## config.mk

```make
export PLATFORM = sky130hd
export DESIGN_NAME = link_tx
export DESIGN_NICKNAME = d
export VERILOG_FILES = /design/src/rtl/link_tx.sv
export SDC_FILE = /design/constraint.sdc
export NUM_CORES = 1
export LEC_CHECK = 0
export ABC_CLOCK_PERIOD_IN_PS = 10860
export BUFFER_PORTS_ARGS = -buffer_cell sky130_fd_sc_hd__buf_2
export CAP_MARGIN = 20
export CORE_ASPECT_RATIO = 2
export CORE_UTILIZATION = 60
export CTS_CLUSTER_DIAMETER = 60
export CTS_CLUSTER_SIZE = 10
export DETAILED_ROUTE_END_ITERATION = 8
export GPL_TIMING_DRIVEN = 0
export PLACE_DENSITY = 0.82
export SLEW_MARGIN = 10
export SYNTH_ARGS = -nofsm -noshare
export SYNTH_HDL_FRONTEND = slang
export SYNTH_SLANG_ARGS = --single-unit
```

## constraint.sdc

```tcl
create_clock -name clk -period 10.86 [get_ports clk]
set_input_delay 0.543 -clock clk [delete_from_list [all_inputs] [get_ports clk]]
set_output_delay 0.543 -clock clk [all_outputs]
set_load 0.05 [all_outputs]
```

## src/rtl/link_tx.sv

```systemverilog
// ============================================================================
// Module  : link_tx
// Brief   : Flit transmit stage: small FIFO, on/off flow control toward the
//           downstream circular buffer, packet framing checker and an
//           optional sent-flit counter (enabled by LINK_TX_STATS_EN).
// Revision: 1.0 - initial release
// ============================================================================
`default_nettype none
`timescale 1ns/1ps

package link_tx_pkg;
  localparam int unsigned FLIT_DATA_W = 32;

  typedef enum logic [1:0] {
    HEAD     = 2'b00,
    BODY     = 2'b01,
    TAIL     = 2'b10,
    HEADTAIL = 2'b11
  } flit_label_t;

  typedef struct packed {
    flit_label_t              flit_label;
    logic [FLIT_DATA_W-1:0]   data;
  } flit_Data_noVC;
endpackage

module link_tx
  import link_tx_pkg::*;
#(
  parameter int unsigned TX_DEPTH = 4,
  parameter int unsigned CNT_W    = 16
) (
  input  logic          clk,
  input  logic          rst_n,
  input  flit_Data_noVC in_flit,
  input  logic          in_valid,
  output logic          in_ready,
  output flit_Data_noVC out_flit,
  output logic          out_write,
  input  logic          on_off_i,
  output logic          proto_err,
  output logic [CNT_W-1:0] sent_cnt
);

  localparam int unsigned c_AW     = $clog2(TX_DEPTH);
  localparam logic [0:0]  c_IDLE   = 1'b0;
  localparam logic [0:0]  c_ACTIVE = 1'b1;

  flit_Data_noVC   r_mem [TX_DEPTH];
  logic [c_AW:0]   r_wr_ptr;
  logic [c_AW:0]   r_rd_ptr;
  logic [c_AW:0]   w_wr_ptr_nxt;
  logic [c_AW:0]   w_rd_ptr_nxt;
  logic            w_empty;
  logic            w_full_nxt;
  logic            w_push;
  logic            w_pop;
  flit_Data_noVC   w_head;

  logic            r_in_ready;
  logic            r_out_write;
  flit_Data_noVC   r_out_flit;
  logic            r_proto_err;
  logic [0:0]      r_state;
  logic [0:0]      w_state_nxt;
  logic            w_frame_err;

  assign w_empty      = (r_wr_ptr == r_rd_ptr);
  assign w_push       = in_valid & r_in_ready;
  assign w_pop        = ~w_empty & on_off_i;
  assign w_wr_ptr_nxt = r_wr_ptr + {{c_AW{1'b0}}, w_push};
  assign w_rd_ptr_nxt = r_rd_ptr + {{c_AW{1'b0}}, w_pop};
  assign w_head       = r_mem[r_rd_ptr[c_AW-1:0]];

  // Ready is a register of the post-edge occupancy, so it never sees on_off_i combinationally
  assign w_full_nxt = (w_wr_ptr_nxt[c_AW] != w_rd_ptr_nxt[c_AW]) &&
                      (w_wr_ptr_nxt[c_AW-1:0] == w_rd_ptr_nxt[c_AW-1:0]);

  always_ff @(posedge clk) begin
    if (w_push) begin
      r_mem[r_wr_ptr[c_AW-1:0]] <= in_flit;
    end
  end

  // Framing violations are flagged but the flit still follows its own label
  always_comb begin
    w_state_nxt = r_state;
    w_frame_err = 1'b0;
    if (w_pop) begin
      case (w_head.flit_label)
        HEAD: begin
          w_frame_err = (r_state == c_ACTIVE);
          w_state_nxt = c_ACTIVE;
        end
        BODY: begin
          w_frame_err = (r_state == c_IDLE);
        end
        TAIL: begin
          w_frame_err = (r_state == c_IDLE);
          w_state_nxt = c_IDLE;
        end
        HEADTAIL: begin
          w_frame_err = (r_state == c_ACTIVE);
          w_state_nxt = c_IDLE;
        end
        default: begin
          w_state_nxt = r_state;
        end
      endcase
    end
  end

  always_ff @(posedge clk) begin
    if (!rst_n) begin
      r_wr_ptr    <= '0;
      r_rd_ptr    <= '0;
      r_in_ready  <= 1'b0;
      r_out_write <= 1'b0;
      r_out_flit  <= '0;
      r_proto_err <= 1'b0;
      r_state     <= c_IDLE;
    end else begin
      r_wr_ptr    <= w_wr_ptr_nxt;
      r_rd_ptr    <= w_rd_ptr_nxt;
      r_in_ready  <= ~w_full_nxt;
      r_out_write <= w_pop;
      r_state     <= w_state_nxt;
      if (w_pop) begin
        r_out_flit <= w_head;
      end
      if (w_frame_err) begin
        r_proto_err <= 1'b1;
      end
    end
  end

  assign in_ready  = r_in_ready;
  assign out_write = r_out_write;
  assign out_flit  = r_out_flit;
  assign proto_err = r_proto_err;

`ifdef LINK_TX_STATS_EN
  localparam logic [CNT_W-1:0] c_CNT_ONE = {{(CNT_W-1){1'b0}}, 1'b1};
  logic [CNT_W-1:0] r_sent_cnt;

  always_ff @(posedge clk) begin
    if (!rst_n) begin
      r_sent_cnt <= '0;
    end else if (r_out_write) begin
      r_sent_cnt <= r_sent_cnt + c_CNT_ONE;
    end
  end

  assign sent_cnt = r_sent_cnt;
`else
  assign sent_cnt = '0;
`endif

endmodule

`default_nettype wire

```

=== Word level (Yosys, flattened, before mapping) ===
Memory sizes are Yosys's and may differ from the RTL's. A register that Yosys moved wholly into a read port is not among the register bits.
Cells that the tools add are included.

* Bits in registers: 44
* Bits in writable memories: 136
* Logic and storage cells: 35
* Memories: 1

{| class="wikitable"
|+ Memories
! memory !! words !! width !! rd ports !! clocked after Yosys merged registers in !! wr ports !! line !! RTL
|-
| r_mem || 4 || 34 || 1 || 1 || 1 || 49 || <nowiki>flit_Data_noVC r_mem [TX_DEPTH];</nowiki>
|}

* $add $sub $neg: 2
* Equal/unequal tests: 6
* Muxes and demuxes: 6
* Bitwise gates (word level): 5
* Reductions and logical operators: 7

{| class="wikitable"
|+ Operators by type and width
! kind !! number
|-
| 3-bit by 1-bit adder with 3-bit output || 2
|-
| 2-bit OR reduction || 3
|-
| 2-bit == test (second input constant) || 2
|-
| 1-bit case mux with 2 select lines || 2
|-
| 3-bit == test || 1
|-
| 1-bit two-way mux || 3
|-
| 1-bit NOT || 3
|-
| 1-bit bitwise AND || 2
|-
| 2-bit by 1-bit == test with 1-bit output (second input constant) || 1
|-
| 2-bit == test || 1
|-
| 2-bit zero test || 1
|-
| 2-bit two-way mux || 1
|-
| 2-bit AND reduction || 1
|-
| 2-bit nonzero test || 1
|-
| 1-bit logical AND || 1
|-
| 1-bit inequality test || 1
|}

=== Depth between registers and ports, before layout ===
* Depth after elaboration: 7
* Depth in mapped cells: 10
* Depth with buffers taken out: 8

=== Worst setup path before layout ===
OpenSTA, ideal clock, no wires.

* Path kind: reg2reg
* Start: reg r_in_ready, in the netlist in_ready
* End: mem r_mem[2][0] (netlist name), enable pin
* Setup time: 0.475 ns
* Data arrival time: 3.388 ns
* Required time: 10.385 ns
* Slack: 6.998 ns
* Stages on the path, launching flop included: 3
* Buffers on the path: 0
* Period minus slack after synthesis: 3.862 ns
* Cell sequence: dfxtp_1 > nand2_1 > nor3b_1

* Cells in the longest elaborated chain, start to end: 3

{| class="wikitable"
|+ Ends and longest elaborated chain
! element !! line !! RTL
|-
| start: declaration || 60 || <nowiki>logic r_in_ready;</nowiki>
|-
| start signal: assignment || 125 || <nowiki>r_in_ready <= ~w_full_nxt;</nowiki>
|-
| 1-bit bitwise AND || 69 || <nowiki>assign w_push = in_valid & r_in_ready;</nowiki>
|-
| 1-bit two-way mux || 80 || <nowiki>if (w_push) begin</nowiki>
|-
| 1-bit two-way mux (implied by the code) || 81 || <nowiki>r_mem[r_wr_ptr[c_AW-1:0]] <= in_flit;</nowiki>
|-
| end: declaration || 49 ||
|}

No other way between the ends.

=== Worst setup path in the final report ===
* Start: reg r_rd_ptr[0]
* End: reg r_in_ready, in the netlist in_ready

* Cells in the longest elaborated chain, start to end: 7
* Elaborated cells between the ends (all ways): 8
* Classes of those cells: 1 x add/sub; 3 x eq/ne; 3 x bitwise; 1 x reduce/logical

{| class="wikitable"
|+ Ends and longest elaborated chain
! element !! line !! RTL
|-
| start: declaration || 51 || <nowiki>logic [c_AW:0] r_rd_ptr;</nowiki>
|-
| start signal: assignment || 124 || <nowiki>r_rd_ptr <= w_rd_ptr_nxt;</nowiki>
|-
| 3-bit == test * || 68 || <nowiki>assign w_empty = (r_wr_ptr == r_rd_ptr);</nowiki>
|-
| 1-bit NOT * || 70 || <nowiki>assign w_pop = ~w_empty & on_off_i;</nowiki>
|-
| 1-bit bitwise AND * || 70 ||
|-
| net w_pop || 57 || <nowiki>logic w_pop;</nowiki>
|-
| 3-bit by 1-bit adder with 3-bit output * || 72 || <nowiki>assign w_rd_ptr_nxt = r_rd_ptr + {{c_AW{1'b0}}, w_pop};</nowiki>
|-
| 2-bit == test / 1-bit inequality test (equally long branches) || 77, 76 ||
|-
| 1-bit logical AND * || 76 || <nowiki>assign w_full_nxt = (w_wr_ptr_nxt[c_AW] != w_rd_ptr_nxt[c_AW]) &&</nowiki>
|-
| 1-bit NOT * || 125 ||
|}

The timed path passes the listed nets; every way through them passes the cells marked *.
A chain may end at the register's enable or synchronous reset.

==> impl_metrics.toml <==
[status]
status = "complete, no violations"

[synth]
ys_types = 27
ys_warn_count = 0
syn-cell-area_um2 = 6925
syn_avg_cell_area_um2 = 17.53
synth-seq-cells = 180
syn_inst = 395
synth-seq-area-share_pct = 71.69

[critical_path]
cp_top_family = "XOR/XNOR gates"
critPathArrivalTime_ns = 2.51
worst_setup_path_end_kind = "flip-flop"
crit_path_cell_trace = "buf_6 -> xor2_1 -> o31ai_2 -> buf_6 -> inv_2 -> ha_1 -> ha_1 -> xor2_1 -> xor2_1 -> a31oi_1"
cp.required_ns = 11.16
slowest_stage = "dfxtp_1"
critPathMaxFanout = 10
critPathMostFrequentCell = "xor2_1"
critPathBufInv = 3
critPathKind = "flip-flop to flip-flop"
worstSetupStartpointType = "flip-flop"
max_stage_delay_ns = 0.35

[cells_and_area]
stdcell_count = 671
drive_gt1_share_pct = 34.85
fillCellCount = 690
final_core_util_pct = 73.14
syn2layout_area_growth_pct = 19.19
area.sequential_um2 = 4965
multi_input_area_um2 = 1730
nNetsFinal = 560

[timing]
slew_viol_final = 0
period_minus_slack_ns = 2.207
layout_setup_ws_ns = 8.653
setup_viol = 0
rsz0062_at_grt = "false"
period_share_pct = 20.32
finClkSkew_ns = 0.01329
max_freq_ghz = 0.4531
worst_pin_slew_ns = 0.5817
setup_tns_ns = 0
slew_headroom_pct = 61.22
finalHoldViolations = 0

[die]
die_y_um = 153.9
initial_utilization_pct = 61.36
num_rows = 55
die_w_um = 77.97
core_area_um2 = 11290
die-area_um2 = 12000
ios = 91

[clocking]
htreeDepth = 4
cts_setup_buffers = 0
ctsResizeCount = 0
postCtsHoldBufs = 0
numCtsBuffers = 17
cts_tree = "built"
clock_latency_ns = 0.42
cts_buffer_depth = 2
clk_pin_slew_worst_paths_ns = 0.07
cts_root_buf = "clkbuf_16"
clock_sinks = 180

[global_routing]
use_met1_pct = 24.36
grt_antenna_before_repair = 1
use_met3_pct = 5.401
grt_pass1_vias = 3912
grt_pass1_wl_um = 20180
busiest_layer = "met2"
gr-total-overflow = 0
grt_max_degree = 20
grt_util_all_layers_pct = 23.77
met2_usage_pct = 43.40

[routing]
finalWirelength_um = 13060
wl_per_cell_um = 19.47
ant_nets = 0
firstDrtPassIters = 4
drc = 0
drt_iter0_markers = 165
vias = 3662
viasPerCell = 5.458

[placement]
place_hpwl_um = 9023
place_inst = 638
io_buffers = 73
dp_worst_setup_slack_ns = 8.707
routabilityCongestion = 0.7460

[pwr]
swShare_pct = 25.58
switching_power_uw = 416.7
internal-power_uw = 1212
clockPowerShare_pct = 36.3
p_per_area_nw_per_um2 = 197.4
leakage_uw = 0.003308
seqPwrFrac_pct = 48.2
vdd_drop_max_mv = 0.2083
p_comb_share_pct = 15.5

[job]
maxCapViolCount = 0

[min_path]
worstHoldPathType = "primary input to flip-flop"
[sequential cells by signal (all words and copies together) (netlist names)]
signal     count
in_ready       1
out_flit      34
out_write      1
proto_err      1
r_mem        136
r_rd_ptr       3
r_state        1
r_wr_ptr       3
[path summary, 6_finish.rpt]
path / depth (start not counted) / slack (ns) / from / end
max: 10 / 8.65 / r_rd_ptr[0] / in_ready
min: 1 / 0.34 / in_flit[8] / r_mem[3][8]
max reg2reg: 10 / 8.65 / r_rd_ptr[0] / in_ready
min reg2reg: 2 / 0.46 / out_flit[2] / out_flit[2]
[synth_stat cells]
cell | instances | area (µm²)
nor3b_1 | 2 | 15.01
and3_1 | 1 | 6.260
ha_1 | 7 | 87.58
inv_1 | 5 | 18.77
and2_1 | 6 | 37.54
o311ai_0 | 1 | 8.760
nor3_1 | 1 | 5.000
xor2_1 | 7 | 61.31
mux2i_1 | 34 | 340.3
inv_2 | 1 | 3.750
nor2_1 | 1 | 3.750
nand2_1 | 70 | 262.8
o31ai_1 | 1 | 7.510
edfxtp_1 | 136 | 4084
a31oi_1 | 1 | 6.260
a32o_1 | 1 | 10.01
xnor2_1 | 2 | 17.52
buf_4 | 19 | 142.6
nor4_1 | 1 | 6.260
buf_6 | 2 | 22.52
clkbuf_1 | 8 | 30.03
conb_1 | 1 | 3.750
buf_2 | 5 | 25.02
o31ai_2 | 1 | 12.51
mux4_2 | 34 | 765.7
buf_12 | 3 | 60.06
dfxtp_1 | 44 | 880.8
[cells by family (layout without fill, tap and decap cells)]
| kind of cell | Yosys count | after routing | synth area share [%] |
|---|---|---|---|
| flops | 180 | 180 | 71.69 |
| mux | 68 | 68 | 15.97 |
| buf+inv | 43 | 161 | 4.372 |
| other cells | 1 | 17 | 0.05415 |
| xor+xnor | 9 | 9 | 1.138 |
| fa+ha+maj | 7 | 7 | 1.265 |
| compound gates | 5 | 5 | 0.6505 |
| simple gates | 82 | 82 | 4.860 |
[power by group through the flow]
stage | combinational, µW | sequential [µW] | clock (µW)
6_report | 253 | 784 | 592
5_1_grt | 269 | 786 | 629
4_1_cts | 256 | 784 | 603
3_5_place_dp | 255 | 798 | 0
3_3_place_gp | 245 | 798 | 0
2_1_floorplan | 141 | 853 | 0
[metal layers]
| metal | vias up | routed length (µm) | part of all wire, % |
|---|---|---|---|
| met5 | - | 0 | 0 |
| met4 | 0 | 425 | 3.3 |
| met3 | 29 | 512 | 3.9 |
| met2 | 124 | 7546 | 58 |
| met1 | 1821 | 4579 | 35 |
| li1 | 1688 | - | - |
[cell type report]
class / instances / share of cell area [%]
repair buffers: 86 / 5.988
diodes: 1 / 0.03032
clock buffers: 22 / 5.897
plain buffers: 37 / 3.395
well taps: 142 / 2.152
multi-input cells: 187 / 20.96
inverters: 6 / 0.2729
flip-flops and latches: 180 / 60.15
clock inverters: 10 / 1.152
[worst register-to-register path: stages (launching register included)]
cell and delay (ns):
dfxtp_1 0.35, buf_6 0.16, xor2_1 0.17, o31ai_2 0.28
buf_6 0.22, inv_2 0.06, ha_1 0.18, ha_1 0.19
xor2_1 0.19, xor2_1 0.19, a31oi_1 0.10
[through the flow]
stage          cell area [µm²]  total power, µW  hold slack (ns)
3_3_place_gp              7525             1043           0.4370
6_report                  8254             1629           0.3359
4_1_cts                   8252             1643           0.3187
5_1_grt                   8254             1684           0.3204
2_1_floorplan             6982            993.6           0.4891
3_5_place_dp              7670             1053           0.4527
[layout by cell type (no fill, tap or decap), types with 6 or more instances in the layout]
cell type / count
clkbuf_1: 11
edfxtp_1: 136
buf_4: 28
mux2i_1: 34
and2_1: 6
mux4_2: 34
buf_2: 78
conb_1: 16
ha_1: 7
xor2_1: 7
dfxtp_1: 44
clkbuf_16: 19
nand2_1: 70
No activity file was read; power rests on OpenSTA's default activity.
